[src/rtl/tl_ram_responder_pkg.sv]
// tl_ram_responder_pkg: shared TL channel types, opcode constants and the queued-response record.
// Provides tilelink_a / tilelink_d channel structs, the A/D opcode constants used by the
// RAM responder, and resp_t, the entry stored in the response FIFO.
package tl_ram_responder_pkg;
  localparam logic [2:0] PutFullData    = 3'd0;
  localparam logic [2:0] PutPartialData = 3'd1;
  localparam logic [2:0] Get            = 3'd4;
  localparam logic [2:0] AccessAck      = 3'd0;
  localparam logic [2:0] AccessAckData  = 3'd1;
  typedef struct packed {
    logic        a_valid;
    logic [2:0]  a_opcode;
    logic [2:0]  a_param;
    logic [1:0]  a_size;
    logic [7:0]  a_source;
    logic [31:0] a_address;
    logic [3:0]  a_mask;
    logic [31:0] a_data;
    logic        d_ready;
  } tilelink_a;
  typedef struct packed {
    logic        d_valid;
    logic [2:0]  d_opcode;
    logic [2:0]  d_param;
    logic [1:0]  d_size;
    logic [7:0]  d_source;
    logic        d_sink;
    logic [31:0] d_data;
    logic        d_error;
  } tilelink_d;
  typedef struct packed {
    logic [2:0]  opcode;
    logic [1:0]  size;
    logic [7:0]  source;
    logic        error;
    logic [31:0] data;
  } resp_t;
  function automatic logic [2:0] resp_opcode(input logic [2:0] a_opcode);
    return (a_opcode == Get) ? AccessAckData : AccessAck;
  endfunction
endpackage

[src/rtl/tl_resp_fifo.sv]
// tl_resp_fifo: circular response queue with wrap-around pointers and occupancy count.
// Ports: clock, reset_n (async active-low), push/din write an entry, pop retires head,
// head is the oldest entry, count is the current occupancy (0..DEPTH).
module tl_resp_fifo #(
  parameter int WIDTH = 8,
  parameter int DEPTH = 2
) (
  input  logic                           clock,
  input  logic                           reset_n,
  input  logic                           push,
  input  logic                           pop,
  input  logic [WIDTH-1:0]               din,
  output logic [WIDTH-1:0]               head,
  output logic [$clog2(DEPTH+1)-1:0]     count
);
  localparam int PW = $clog2(DEPTH);
  localparam int CW = $clog2(DEPTH + 1);
  logic [WIDTH-1:0] mem [DEPTH];
  logic [PW-1:0] wr_ptr, rd_ptr;
  logic do_push, do_pop;
  function automatic logic [PW-1:0] nxt(input logic [PW-1:0] p);
    return (p == PW'(DEPTH - 1)) ? '0 : p + 1'b1;
  endfunction
  // Popping an empty queue is a no-op; a push into a full queue is only taken when a pop frees the slot.
  assign do_pop  = pop & (count != '0);
  assign do_push = push & ((int'(count) < DEPTH) | do_pop);
  assign head    = mem[rd_ptr];
  always_ff @(posedge clock or negedge reset_n)
    if (!reset_n) begin
      wr_ptr <= '0;
      rd_ptr <= '0;
      count  <= '0;
    end else begin
      if (do_push) wr_ptr <= nxt(wr_ptr);
      if (do_pop) rd_ptr <= nxt(rd_ptr);
      count <= count + CW'(do_push) - CW'(do_pop);
    end
  always_ff @(posedge clock)
    if (do_push) mem[wr_ptr] <= din;
endmodule

[src/rtl/tl_ram_responder.sv]
// tl_ram_responder: TileLink-UL A->D responder in front of a single-cycle RAM.
// Ports: clock; reset_n (async active-low); tla A-channel request in; a_ready accept credit;
// ram_tla request forwarded to the RAM (a_valid gated by acceptance); rdata RAM read/merged
// word, valid the cycle after accept; tld D-channel response out; d_ready downstream consume.
// Option: define TL_RESP_ERROR_EN to flag out-of-range addresses and unknown opcodes with
// d_error and keep such requests away from the RAM.
module tl_ram_responder
  import tl_ram_responder_pkg::*;
#(
  parameter int DEPTH     = 2,
  parameter int ADDR_BITS = 12
) (
  input  logic        clock,
  input  logic        reset_n,
  input  tilelink_a   tla,
  output logic        a_ready,
  output tilelink_a   ram_tla,
  input  logic [31:0] rdata,
  output tilelink_d   tld,
  input  logic        d_ready
);
  localparam int CW = $clog2(DEPTH + 1);
  logic [CW-1:0] count;
  logic accept, err, pop, d_valid;
  logic pend_valid, pend_err;
  logic [2:0] pend_op;
  logic [1:0] pend_size;
  logic [7:0] pend_source;
  resp_t din, head;
`ifdef TL_RESP_ERROR_EN
  assign err = ((tla.a_address >> ADDR_BITS) != 32'd0) ||
               !(tla.a_opcode inside {Get, PutFullData, PutPartialData});
`else
  assign err = 1'b0;
`endif
  assign d_valid = count != '0;
  assign pop     = d_valid & d_ready;
  // Credit check counts the entry leaving this cycle so a full-rate stream never stalls.
  assign a_ready = reset_n & ((int'(count) + int'(pend_valid) - int'(pop)) < DEPTH);
  assign accept  = tla.a_valid & a_ready;
  always_comb begin
    ram_tla         = tla;
    ram_tla.a_valid = accept & ~err;
    ram_tla.d_ready = 1'b1;
  end
  always_ff @(posedge clock or negedge reset_n)
    if (!reset_n) begin
      pend_valid  <= 1'b0;
      pend_op     <= '0;
      pend_size   <= '0;
      pend_source <= '0;
      pend_err    <= 1'b0;
    end else begin
      pend_valid <= accept;
      if (accept) begin
        pend_op     <= resp_opcode(tla.a_opcode);
        pend_size   <= tla.a_size;
        pend_source <= tla.a_source;
        pend_err    <= err;
      end
    end
  always_comb begin
    din.opcode = pend_op;
    din.size   = pend_size;
    din.source = pend_source;
    din.error  = pend_err;
    din.data   = (pend_op == AccessAckData && !pend_err) ? rdata : 32'd0;
  end
  tl_resp_fifo #(.WIDTH($bits(resp_t)), .DEPTH(DEPTH)) u_fifo (
    .clock   (clock),
    .reset_n (reset_n),
    .push    (pend_valid),
    .pop     (pop),
    .din     (din),
    .head    (head),
    .count   (count)
  );
  // Fields are zero whenever nothing is queued, so reset and idle both present an all-zero D channel.
  always_comb begin
    tld = '0;
    if (d_valid) begin
      tld.d_valid  = 1'b1;
      tld.d_opcode = head.opcode;
      tld.d_size   = head.size;
      tld.d_source = head.source;
      tld.d_data   = head.data;
      tld.d_error  = head.error;
    end
  end
endmodule
[config.mk]
export PLATFORM = sky130hd
export DESIGN_NAME = tl_ram_responder
export DESIGN_NICKNAME = d
export VERILOG_FILES = /design/src/rtl/tl_ram_responder_pkg.sv /design/src/rtl/tl_resp_fifo.sv /design/src/rtl/tl_ram_responder.sv
export SDC_FILE = /design/constraint.sdc
export NUM_CORES = 1
export LEC_CHECK = 0
export ABC_AREA = 1
export BUFFER_PORTS_ARGS = -buffer_cell sky130_fd_sc_hd__buf_2
export CAP_MARGIN = 20
export CORE_MARGIN = 2
export CORE_UTILIZATION = 47
export CTS_BUF_LIST = sky130_fd_sc_hd__clkbuf_8
export DETAILED_ROUTE_END_ITERATION = 6
export GPL_ROUTABILITY_DRIVEN = 0
export GPL_TIMING_DRIVEN = 0
export PLACE_DENSITY_LB_ADDON = 0.12
export SLEW_MARGIN = 20
export SYNTH_ARGS = -nofsm -noshare
export SYNTH_HDL_FRONTEND = slang
export SYNTH_SLANG_ARGS = --single-unit
[constraint.sdc]
create_clock -name clock -period 4.2 [get_ports clock]
set_input_delay 0.84 -clock clock [delete_from_list [all_inputs] [get_ports clock]]
set_output_delay 0.84 -clock clock [all_outputs]
set_load 0.005 [all_outputs]
== Word-level counts from Yosys, hierarchy flattened ==
Memory sizes are Yosys's and may differ from the RTL's.
Index checks and enable logic that the tools add are counted.

* Bitwise gates (word level): 6
* Reduce and logical (&&, ||, !) cells: 1
* Muxes and demuxes: 9
* Eq/ne operators: 2
* Add/subtract/negate cells: 6
* Order comparisons: 2

{| class="wikitable"
|+ Operator list
! kind !! count
|-
| $mux W33 || 1
|-
| $mux W32 || 1
|-
| $mux W10 || 1
|-
| $and A1 B1 Y1 || 5
|-
| $mux W1 || 5
|-
| $lt A4 B3 Y1 const B || 1
|-
| $mux W4 || 1
|-
| $sub A3 B1 Y4 || 1
|-
| $add A2 B1 Y3 || 1
|-
| $eq A3 B1 Y1 const B || 1
|-
| $eq A3 B3 Y1 const B || 1
|-
| $add A1 B1 Y1 const B || 2
|-
| $add A2 B1 Y2 || 1
|-
| $lt A2 B2 Y1 const B || 1
|-
| $reduce_bool A2 Y1 || 1
|-
| $sub A2 B1 Y2 || 1
|-
| $or A1 B1 Y1 || 1
|}

* Flip-flop bits (word level): 18
* Bits of input ports: 121
* Memory bits (writable): 90
* Memories: 1
* Word-level logic and storage cells: 34

{| class="wikitable"
|+ Memory list
! memory !! depth !! bits a word !! read ports !! clocked after memory_dff !! wr ports !! line !! RTL
|-
| u_fifo.mem || 2 || 45 || 1 || 0 || 1 || tl_resp_fifo.sv:18 || <nowiki>logic [WIDTH-1:0] mem [DEPTH];</nowiki>
|}

== Depth between registers and ports, before layout ==
Gate-level depths: netlist of the first run.

* Word-level depth: 7
* Mapped depth: 14
* Depth with buffers taken out: 12

== Cells and area by module ==
From an unflattened synthesis of the first run, not the netlist that was laid out.

* Cells, all modules: 604
* Area total of the unflattened synthesis: 5604.1 µm²

{| class="wikitable"
|+ Modules (own cells, without submodules)
! module !! area each (µm²) !! times used !! sequential area each (µm²) !! cells each
|-
| tl_resp_fifo || 3603.5 || 1 || 2862.7 || 273
|-
| tl_ram_responder || 2000.7 || 1 || 300.3 || 331
|}

== Worst setup path before layout of the first run ==
OpenSTA, ideal clock, no wires.

* Path type: reg-to-output
* From: register u_fifo.count[1]
* To: output port ram_tla[85] in the netlist's numbering
* Stages on the path, launching flop included: 14
* Data required time: 3.360 ns
* Slack: 0.806 ns
* Data arrival time: 2.554 ns
* Cell sequence: dfrtp_1 > nor2_2 > buf_2 > nor2_1 > ha_1 > inv_1 > nand2_1 > fa_1 > nand2_1 > a21boi_2 > nand3_4 > buf_6 > inv_2 > buf_4

* Cells in the longest elaborated chain, start to end: 6
* Elaborated cells between the ends (all ways): 7
* Classes of those cells: add/sub: 2; order compare: 1; bitwise: 3; reduce/logical: 1

{| class="wikitable"
|+ Ends and longest elaborated chain
! element !! line !! RTL
|-
| start, declared || tl_resp_fifo.sv:14 || <nowiki>output logic [$clog2(DEPTH+1)-1:0] count</nowiki>
|-
| start signal, assigned || tl_resp_fifo.sv:36 || <nowiki>count <= count + CW'(do_push) - CW'(do_pop);</nowiki>
|-
| parallel branches: the longest is 2 deep, another holds $add A2 B1 Y3 || n/a ||
|-
| $sub A3 B1 Y4 * || tl_ram_responder.sv:39 || <nowiki>assign a_ready = reset_n & ((int'(count) + int'(pend_valid) - int'(pop)) < DEPTH);</nowiki>
|-
| $lt A4 B3 Y1 * || tl_ram_responder.sv:39 ||
|-
| $and A1 B1 Y1 * || tl_ram_responder.sv:39 ||
|-
| $and A1 B1 Y1 * || tl_ram_responder.sv:40 || <nowiki>assign accept = tla.a_valid & a_ready;</nowiki>
|-
| end, declared || tl_ram_responder.sv:17 || <nowiki>output tilelink_a ram_tla,</nowiki>
|}

Mark *: on every way between the ends.

== Worst setup path in the final report of the first run ==
Ends and elaborated chain as after synthesis.

==> results.yml, run 1 <==
run_status:
  status: "complete, no violations"
grt:
  grt_use_total: 0.200
  grt_pass1_wl_mm: 17.6
  grt_max_degree: 25
  grt_pass1_vias: 3641
  antenna_found_initial: 1
  grt_remaining_overflow: 0
run:
  cap_violations: 0
synth:
  synthDistinctLibCells: 25
  synth.most_common_cell: "nand2_1"
  synth-async-reset-ratio: 0.157
  yosys.area.top_type: "edfxtp_1"
  synth_area_leaders: "edfxtp_1 (52%), buf_4 (14%), nand2_1 (11%)"
  syn-instance-count: 484
  synth_area_per_cell_um2: 10.4
  ys_seq_elements: 102
  synth_commonest_cells: "nand2_1 (144), buf_4 (95), edfxtp_1 (86)"
  synth-edff-count: 86
  syn_area_um2: 5010
  synth_flop_cell: "edfxtp_1"
  synth-seq-area-share: 0.595
  yosys_warnings: 0
  synth_top_area_share: 0.515
cells_and_area:
  fin_util: 0.617
  num-nets-final: 811
  final_layout_size_suffix_gt1_frac: 0.464
  syn2layout_area_growth_pct: 27.2
  final_cells: 826
floorplan:
  io_pins: 259
  die_height_um: 107
  initial_utilization: 0.485
  dieArea_um2: 11500
  core-area_um2: 10300
  die_w_um: 107
  rows: 37
power_and_ir_drop:
  power_w: 0.00342
  clockPowerShare: 0.167
  p_seq_frac: 0.408
  swShare: 0.375
  p_leak_nw: 3.25
  irDropWorstVdd_mv: 0.323
  power_switching_w: 0.00128
  powerDensity_nw_per_um2: 536
  combPwrFrac: 0.425
  p_int_w: 0.00214
placed_design:
  numPortBuffers: 178
  dpl.hpwl_mm: 8.65
  dp_cells: 806
worst_setup_path:
  worstPathMaxFanout: 10
  critPathArrivalTime_ns: 3.07
  startpoint_type: "flop"
  crit_required_ns: 3.36
  crit_chain: "nor2_4 > clkbuf_4 > nor2_1 > ha_1 > inv_1 > nand2_1 > fa_1 > nand2_1 > a21boi_4 > nand3_4 > buf_6 > inv_2 > buf_4 > buf_2"
  critPathCaptureType: "primary output"
  cpPeakStageDelay_ns: 0.52
  crit_top_cell: "nand2_1"
  critPathKind: "reg -> out"
  crit_slowest_cell: "fa_1"
cts:
  h-tree-depth: 3
  cts-hold-fix-buffers: 0
  cts_root_buf: "clkbuf_8"
  cts_buffers: 9
  cts.sinks: 102
  clk_latency_ns: 0.36
  ctsLongestPathBuffers: 2
  tritoncts: "built"
  cts.clk_slew.worst_paths_ns: 0.11
route:
  initialDrtViolationCount: 147
  wl_mm: 11.7
  vias: 3789
  first_pass_iters: 4
  drt-wirelength-per-cell_um: 14.1
  route.detailed.drc: 0
  via_per_inst: 4.59
  ant_nets: 0
sta:
  fmax_ghz: 0.256
  finalCritPeriodShare: 0.931
  holdWs_ns: 0.384
  finalSetupViolations: 0
  grt_setup_unrepaired: "no"
  fin_skew_ns: 0.0130
  max_slew_margin: 0.538
  finalHoldViolCount: 0
  setup_tns_ns: 0
  tightest_slew_ns: 0.692
  period_needed_ns: 3.91
  slew_viol_final: 0
hold_path:
  worstHoldPathType: "in -> async"
## flip-flops by register name (all words and copies together) (netlist names)
| name | count |
|---|---|
| u_fifo.mem | 86 |
| pend_source | 8 |
| pend_size | 2 |
| u_fifo.count | 2 |
| pend_op | 1 |
| pend_valid | 1 |
| u_fifo.rd_ptr | 1 |
| u_fifo.wr_ptr | 1 |
## what timing repair did
| action | in CTS | in global routing |
|---|---|---|
| setup endpoints to repair | 1 | 2 |
| buffers inserted | 0 | 3 |
| pin swaps | 0 | 1 |
| resized for setup | 1 | 2 |
## cells in the final DEF (no fill, tap or decap), types with 2 or more instances in the layout
| master | instances |
|---|---|
| inv_1 | 40 |
| conb_1 | 8 |
| nand2_2 | 2 |
| nand2_1 | 144 |
| inv_2 | 3 |
| buf_6 | 3 |
| xor2_1 | 2 |
| nor2_4 | 3 |
| clkbuf_1 | 5 |
| clkbuf_8 | 9 |
| a21oi_1 | 43 |
| dfrtp_1 | 16 |
| buf_12 | 2 |
| clkinv_4 | 3 |
| buf_4 | 98 |
| ha_1 | 5 |
| edfxtp_1 | 86 |
| nand4_1 | 11 |
| nor2_1 | 4 |
| buf_2 | 189 |
## critical path, delay by kind of cell, from the launching register on
kind	cells	cell delay, ns
flip-flops	1	0.51
buffers and inverters	6	0.69
AO/OA/AOI/OAI	1	0.21
AND/OR/NAND/NOR	5	0.54
adder cells (fa/ha/maj)	2	0.79
## per-stage QoR
| stage | setup slack, ns | cell area, um2 |
|---|---|---|
| 2_1_floorplan | 0.806 | 5030 |
| 3_3_place_gp | -0.331 | 6090 |
| 3_5_place_dp | 0.309 | 6150 |
| 4_1_cts | 0.0377 | 6340 |
| 5_1_grt | 0.0288 | 6370 |
| 6_report | 0.292 | 6370 |
## final cells by class
type | count | area [um2]
fillers | 898 | 3950
inverters | 43 | 161
clock inverters | 7 | 58.8
plain buffers | 115 | 828
flip-flops and latches | 102 | 2980
well taps | 136 | 170
repair buffers | 183 | 953
multi-input cells | 230 | 1090
clock buffers | 9 | 124
diodes | 1 | 2.50
## final timing paths
check	endpoint	cells after the start	slack, ns	from
setup / recovery	ram_tla[85]	14	0.29	u_fifo.count[1]
hold / removal	pend_source[2]	1	0.38	reset_n
setup reg to reg	pend_source[6]	13	1.50	u_fifo.count[1]
hold reg to reg	u_fifo.mem[0][42]	0	0.47	pend_op[0]
max in group asynchronous	pend_op[0]	1	3.52	reset_n
min in group clock	u_fifo.mem[0][42]	0	0.47	pend_op[0]
## layer usage
| metal | track usage | wire (um) | vias to the layer above |
|---|---|---|---|
| li1 | - | - | 1861 |
| met1 | 0.228 | 4370 | 1761 |
| met2 | 0.375 | 6400 | 151 |
| met3 | 0.0316 | 736 | 16 |
| met4 | 0.0751 | 179 | 0 |
| met5 | 0 | 0 | - |
## power by group through the flow
stage / clock network (W) / logic, W / registers [W]
2_1_floorplan: 0 / 0.000875 / 0.00139
4_1_cts: 0.000584 / 0.00146 / 0.00139
3_3_place_gp: 0 / 0.00141 / 0.00141
6_report: 0.000570 / 0.00145 / 0.00139
5_1_grt: 0.000629 / 0.00164 / 0.00141
3_5_place_dp: 0 / 0.00145 / 0.00141
## cell families (layout without fill, tap and decap cells)
group	Yosys count	in the layout	synth area share
AOI/OAI and AO/OA	45	45	0.0462
xor gates and xnor gates	3	3	0.00525
adders and majority gates	6	6	0.0165
buffers and inverters	158	357	0.197
DFF	102	102	0.595
other	2	9	0.00150
and+or+nand+nor	168	168	0.138
Power figures use the tool's default switching activity.
==> run 2, diff against run 1 <==
ABC_AREA = unset   (was 1)
CORE_ASPECT_RATIO = 0.7   (was unset)
==> run 2 against run 1 <==
Clock power rose by 6.3%; die area fell by 0.88%; clock skew is 0.0065 ns lower; via count decreased by 17%; final area fell by 0.77%; utilization fell by 0.44 points; fmax shrank 0.98%; clock-buffer cell count is 1 higher; sequential share of layout area grew 0.36 points; global-route usage is 2.7 points lower; largest power group is now registers; critical path type unchanged.
==> results.yml, run 2 <==
power_and_ir_drop:
  power_w: 0.00348
  swShare: 0.325
  p_int_w: 0.00235
  powerDensity_nw_per_um2: 550
  power_switching_w: 0.00113
  combPwrFrac: 0.405
  irDropWorstVdd_mv: 0.329
  clockPowerShare: 0.174
  p_leak_nw: 3.03
  p_seq_frac: 0.421
grt:
  antenna_found_initial: 0
  grt_use_total: 0.173
  grt_remaining_overflow: 0
  grt_pass1_wl_mm: 15.1
  grt_max_degree: 25
  grt_pass1_vias: 3109
floorplan:
  initial_utilization: 0.481
  die_height_um: 89.9
  io_pins: 259
  rows: 31
  core-area_um2: 10300
  dieArea_um2: 11400
  die_w_um: 127
synth:
  syn_area_um2: 4960
  synth-seq-area-share: 0.602
  synth_top_area_share: 0.521
  synthDistinctLibCells: 26
  ys_seq_elements: 102
  synth-async-reset-ratio: 0.157
  syn-instance-count: 371
  synth_area_leaders: "edfxtp_1 (52%), buf_4 (14%), mux2i_1 (8.7%)"
  synth_area_per_cell_um2: 13.4
  synth-edff-count: 86
  yosys_warnings: 0
  yosys.area.top_type: "edfxtp_1"
  synth.most_common_cell: "buf_4"
  synth_flop_cell: "edfxtp_1"
  synth_commonest_cells: "buf_4 (95), edfxtp_1 (86), nor2_1 (45)"
worst_setup_path:
  critPathKind: "reg -> out"
  critPathArrivalTime_ns: 3.11
  worstPathMaxFanout: 10
  startpoint_type: "flop"
  crit_required_ns: 3.36
  critPathCaptureType: "primary output"
route:
  initialDrtViolationCount: 113
  via_per_inst: 4.47
  route.detailed.drc: 0
  drt-wirelength-per-cell_um: 14.2
  wl_mm: 10.1
  vias: 3159
  first_pass_iters: 4
  ant_nets: 0
sta:
  fin_skew_ns: 0.00646
  tightest_slew_ns: 0.544
  setup_tns_ns: 0
  finalHoldViolCount: 0
  finalCritPeriodShare: 0.940
  grt_setup_unrepaired: "no"
  fin_ws_ns: 0.253
  fmax_ghz: 0.253
  finalSetupViolations: 0
  period_needed_ns: 3.95
  slew_viol_final: 0
  max_slew_margin: 0.637
cts:
  cts-hold-fix-buffers: 0
  cts_root_buf: "clkbuf_8"
  tritoncts: "built"
  cts_buffers: 9
  clk_latency_ns: 0.37
  ctsLongestPathBuffers: 2
  cts.clk_slew.worst_paths_ns: 0.09
  h-tree-depth: 3
  cts.sinks: 102
  postCtsSetupBuffers: 0
cells_and_area:
  fillCellCount: 838
  regMostFlops: "u_fifo.mem"
  syn2layout_area_growth_pct: 27.5
  final_cell_mix: "buf_2 (182), buf_4 (95), edfxtp_1 (86), mux2i_1 (43), nor2_1 (43)"
  final_area_um2: 6320
  n_antenna_cell: 0
  largest_reg_flops: 86
  seq_area_um2: 2980
  final_layout_size_suffix_gt1_frac: 0.542
  fin_util: 0.613
  multi_input_area_um2: 1220
  num-nets-final: 696
  top_regs: "u_fifo.mem (86), pend_source (8)"
  mostFrequentLayoutCell: "buf_2"
run_status:
  status: "complete, no violations"
placed_design:
  dpl.hpwl_mm: 7.55
  numPortBuffers: 178
  pre_cts_slack_ns: 0.245
  placed_cell_area_um2: 6120
run:
  cap_violations: 0
hold_path:
  worstHoldPathType: "in -> async"
## run 2: changes by cell type in the layout (fill, tap and decap cells not counted), moves of 3 or more
cell and delta:
nand2_1 -142, a21oi_1 -43, mux2i_1 +43, nor2_1 +39, inv_1 -34, and2_1 +32
nand4_1 -11, mux2_4 +9, buf_2 -7, buf_4 -3, clkbuf_1 +3
## run 2: timing repair
item,CTS,global route
cloned,0,0
endpoints found under the setup margin,1,1
pin swaps,0,0
resized for setup,1,1
## run 2: final timing paths
path | startpoint | to | slack (ns) | cells after the start
worst max-delay path | u_fifo.count[1] | ram_tla[85] | 0.25 | 13
worst min-delay path | reset_n | pend_size[1] | 0.40 | 1
worst max register to register | u_fifo.count[1] | pend_source[6] | 1.31 | 11
worst min register to register | pend_source[7] | u_fifo.mem[1][39] | 0.48 | 0
max in group asynchronous | reset_n | pend_op[0] | 3.50 | 1
min in group clock | pend_source[7] | u_fifo.mem[1][39] | 0.48 | 0
## run 2: logic make-up after synthesis
kind of cell,synth area share
buf+inv,0.161
flops,0.602
simple gates,0.0855
mux,0.119
fa+ha+maj,0.0167
xor+xnor,0.00883
other cells,0.00151
compound gates,0.00656
## run 2: metrics by stage
step | hold slack (ns) | cells
final | 0.399 | 706
after global routing | 0.404 | 706
after CTS | 0.389 | 706
after detailed placement | 0.460 | 690
after global placement | 0.442 | 687
after floorplan | 0.438 | 377
## run 2: critical path, stage by stage, from the launching register on
cell	delay, ns
dfrtp_1	0.41
buf_4	0.18
nor2_4	0.25
nor2b_1	0.11
ha_1	0.29
nand2b_1	0.16
fa_1	0.38
xor2_1	0.23
o32ai_4	0.13
nand2_2	0.13
buf_6	0.20
inv_2	0.05
buf_4	0.12
buf_2	0.11
## run 2: per-layer routing
| layer | vias to the layer above | part of all wire | global-route usage | wire length, um |
|---|---|---|---|---|
| met4 | 0 | 0.0087 | 0.0467 | 87 |
| li1 | 1550 | - | - | - |
| met3 | 8 | 0.070 | 0.0560 | 705 |
| met5 | - | 0 | 0 | 0 |
| met1 | 1483 | 0.40 | 0.201 | 4010 |
| met2 | 118 | 0.52 | 0.311 | 5250 |
## run 2: layout make-up
cell class | instances | area share
sequential | 102 | 0.472
clock buffer | 10 | 0.0218
buffer | 108 | 0.123
timing repair buffer | 181 | 0.153
clock inverter | 6 | 0.00891
multi-input combinational | 161 | 0.193
tap | 132 | 0.0261
inverter | 6 | 0.00356
## run 2: power groups by stage
stage               Combinational (W)  Clock, W  Sequential [W]
finish                        0.00141  0.000606         0.00147
global route                  0.00155  0.000661         0.00149
CTS                           0.00144  0.000618         0.00147
detailed placement            0.00143         0         0.00149
global placement              0.00137         0         0.00148
floorplan                    0.000903         0         0.00146
==> run 3, diff against run 2 <==
CORE_UTILIZATION = 51   (was 47)
clock period = 4.85 ns   (was 4.2 ns; I/O delays follow)
==> run 3 against run 2 <==
Final area is 0.63% lower; critical path depth stayed put; sequential share of layout area is 0.30 points higher; worst setup slack better by 0.25 ns; clock power is 15% lower; non-clock buffer count is 1 lower; sequential cell count stayed put; wire length is 3.5% higher; die area is 7.6% lower; via count is 1.1% higher; cell count is 0.71% lower; sequential power is 14% lower; critical endpoint unchanged.
==> results.yml, run 3 (same netlist as run 2, synthesis figures left out) <==
route:
  wl_mm: 10.4
  initialDrtViolationCount: 64
  drt-wirelength-per-cell_um: 14.8
  route.detailed.drc: 0
  ant_nets: 0
  via_per_inst: 4.55
  vias: 3193
  first_pass_iters: 4
worst_setup_path:
  critPathArrivalTime_ns: 3.38
  startpoint_type: "flop"
  crit_required_ns: 3.88
  crit_family: "simple AND/OR/NAND/NOR gates"
  worstPathMaxFanout: 10
  crit_chain: "buf_4 > nor2_1 > nor2b_1 > ha_1 > nand2b_1 > fa_1 > xor2_1 > o32ai_4 > nand2_2 > buf_6 > inv_2 > buf_4 > buf_2"
  crit_top_cell: "buf_4"
  critPathBufInv: 5
  crit_slowest_cell: "nor2_1"
  critPathCaptureType: "primary output"
  critPathKind: "reg -> out"
  cpPeakStageDelay_ns: 0.50
floorplan:
  rows: 30
  io_pins: 259
  dieArea_um2: 10500
  initial_utilization: 0.518
  die_height_um: 86.5
  core-area_um2: 9570
  die_w_um: 122
grt:
  grt_max_degree: 27
  grt_remaining_overflow: 0
  antenna_found_initial: 1
  grt_pass1_wl_mm: 15.3
  grtUsageMet2: 0.347
  grt-busiest-layer: "met2"
  grt_use_total: 0.194
  grt_pass1_vias: 3143
  grt_use_met1: 0.229
  use_met3: 0.0559
cells_and_area:
  regMostFlops: "u_fifo.mem"
  seq_area_um2: 2980
  multi_input_area_um2: 1210
  n_antenna_cell: 0
  final_layout_size_suffix_gt1_frac: 0.538
  mostFrequentLayoutCell: "buf_2"
  top_regs: "u_fifo.mem (86), pend_source (8)"
  num-nets-final: 695
  syn2layout_area_growth_pct: 26.7
  fin_util: 0.656
  largest_reg_flops: 86
  final_cell_mix: "buf_2 (182), buf_4 (95), edfxtp_1 (86), nor2_1 (44), mux2i_1 (43)"
  fillCellCount: 768
cts:
  h-tree-depth: 3
  cts_root_buf: "clkbuf_8"
  cts.clk_slew.worst_paths_ns: 0.08
  clk_latency_ns: 0.35
  cts-hold-fix-buffers: 0
  tritoncts: "built"
  postCtsSetupBuffers: 0
  cts.sinks: 102
  ctsLongestPathBuffers: 2
  cts_buffers: 9
  cts_resized: 0
power_and_ir_drop:
  p_leak_nw: 3.02
  irDropWorstVdd_mv: 0.228
  powerDensity_nw_per_um2: 477
sta:
  fmax_ghz: 0.230
  finalSetupViolations: 0
  finalHoldViolCount: 0
  setup_tns_ns: 0
  max_slew_margin: 0.508
  fin_skew_ns: 0.0140
  finalCritPeriodShare: 0.896
  grt_setup_unrepaired: "no"
  period_needed_ns: 4.35
  tightest_slew_ns: 0.738
  slew_viol_final: 0
placed_design:
  numPortBuffers: 178
  dpl.hpwl_mm: 7.85
run_status:
  status: "complete, no violations"
hold_path:
  worstHoldPathType: "reg -> reg"
run:
  cap_violations: 0
[run 3: power breakdown]
part | leakage [nW] | switching (W) | internal, W
clock network | 0.102 | 0.000267 | 0.000247
registers | 0.988 | 0.0000766 | 0.00119
logic | 1.93 | 0.000627 | 0.000585
total | 3.02 | 0.000971 | 0.00202
[run 3: worst paths after layout]
path	slack (ns)	from	cells after the start	to
max	0.50	u_fifo.count[1]	13	ram_tla[85]
min	0.49	pend_source[7]	0	u_fifo.mem[0][39]
max reg2reg	1.67	u_fifo.count[1]	11	pend_source[1]
min reg2reg	0.49	pend_source[7]	0	u_fifo.mem[0][39]
max in group asynchronous	3.98	reset_n	1	pend_op[0]
min in group asynchronous	0.54	reset_n	1	pend_source[5]
[run 3: layout make-up]
class	count	area share
Buffer	108	0.123
Clock buffer	10	0.0219
Clock inverter	6	0.00896
Inverter	6	0.00358
Multi-Input combinational cell	161	0.193
Sequential cell	102	0.475
Tap cell	128	0.0255
Timing Repair Buffer	180	0.149
[run 3: through the flow]
stage / area (um2) / total power (W) / hold WS (ns) / setup slack [ns] / std cells
after floorplan: 4980 / 0.00205 / 0.438 / 1.20 / 377
after global placement: 6030 / 0.00247 / 0.449 / 0.285 / 683
after detailed placement: 6090 / 0.00252 / 0.468 / 0.844 / 685
after CTS: 6280 / 0.00303 / 0.489 / 0.432 / 701
after global routing: 6280 / 0.00320 / 0.497 / 0.226 / 701
final: 6280 / 0.00299 / 0.486 / 0.504 / 701
[run 3: metal layers]
| metal | vias to the layer above | part of all wire |
|---|---|---|
| met3 | 13 | 0.071 |
| li1 | 1556 | - |
| met5 | - | 0.0012 |
| met4 | 2 | 0.014 |
| met2 | 123 | 0.52 |
| met1 | 1499 | 0.40 |
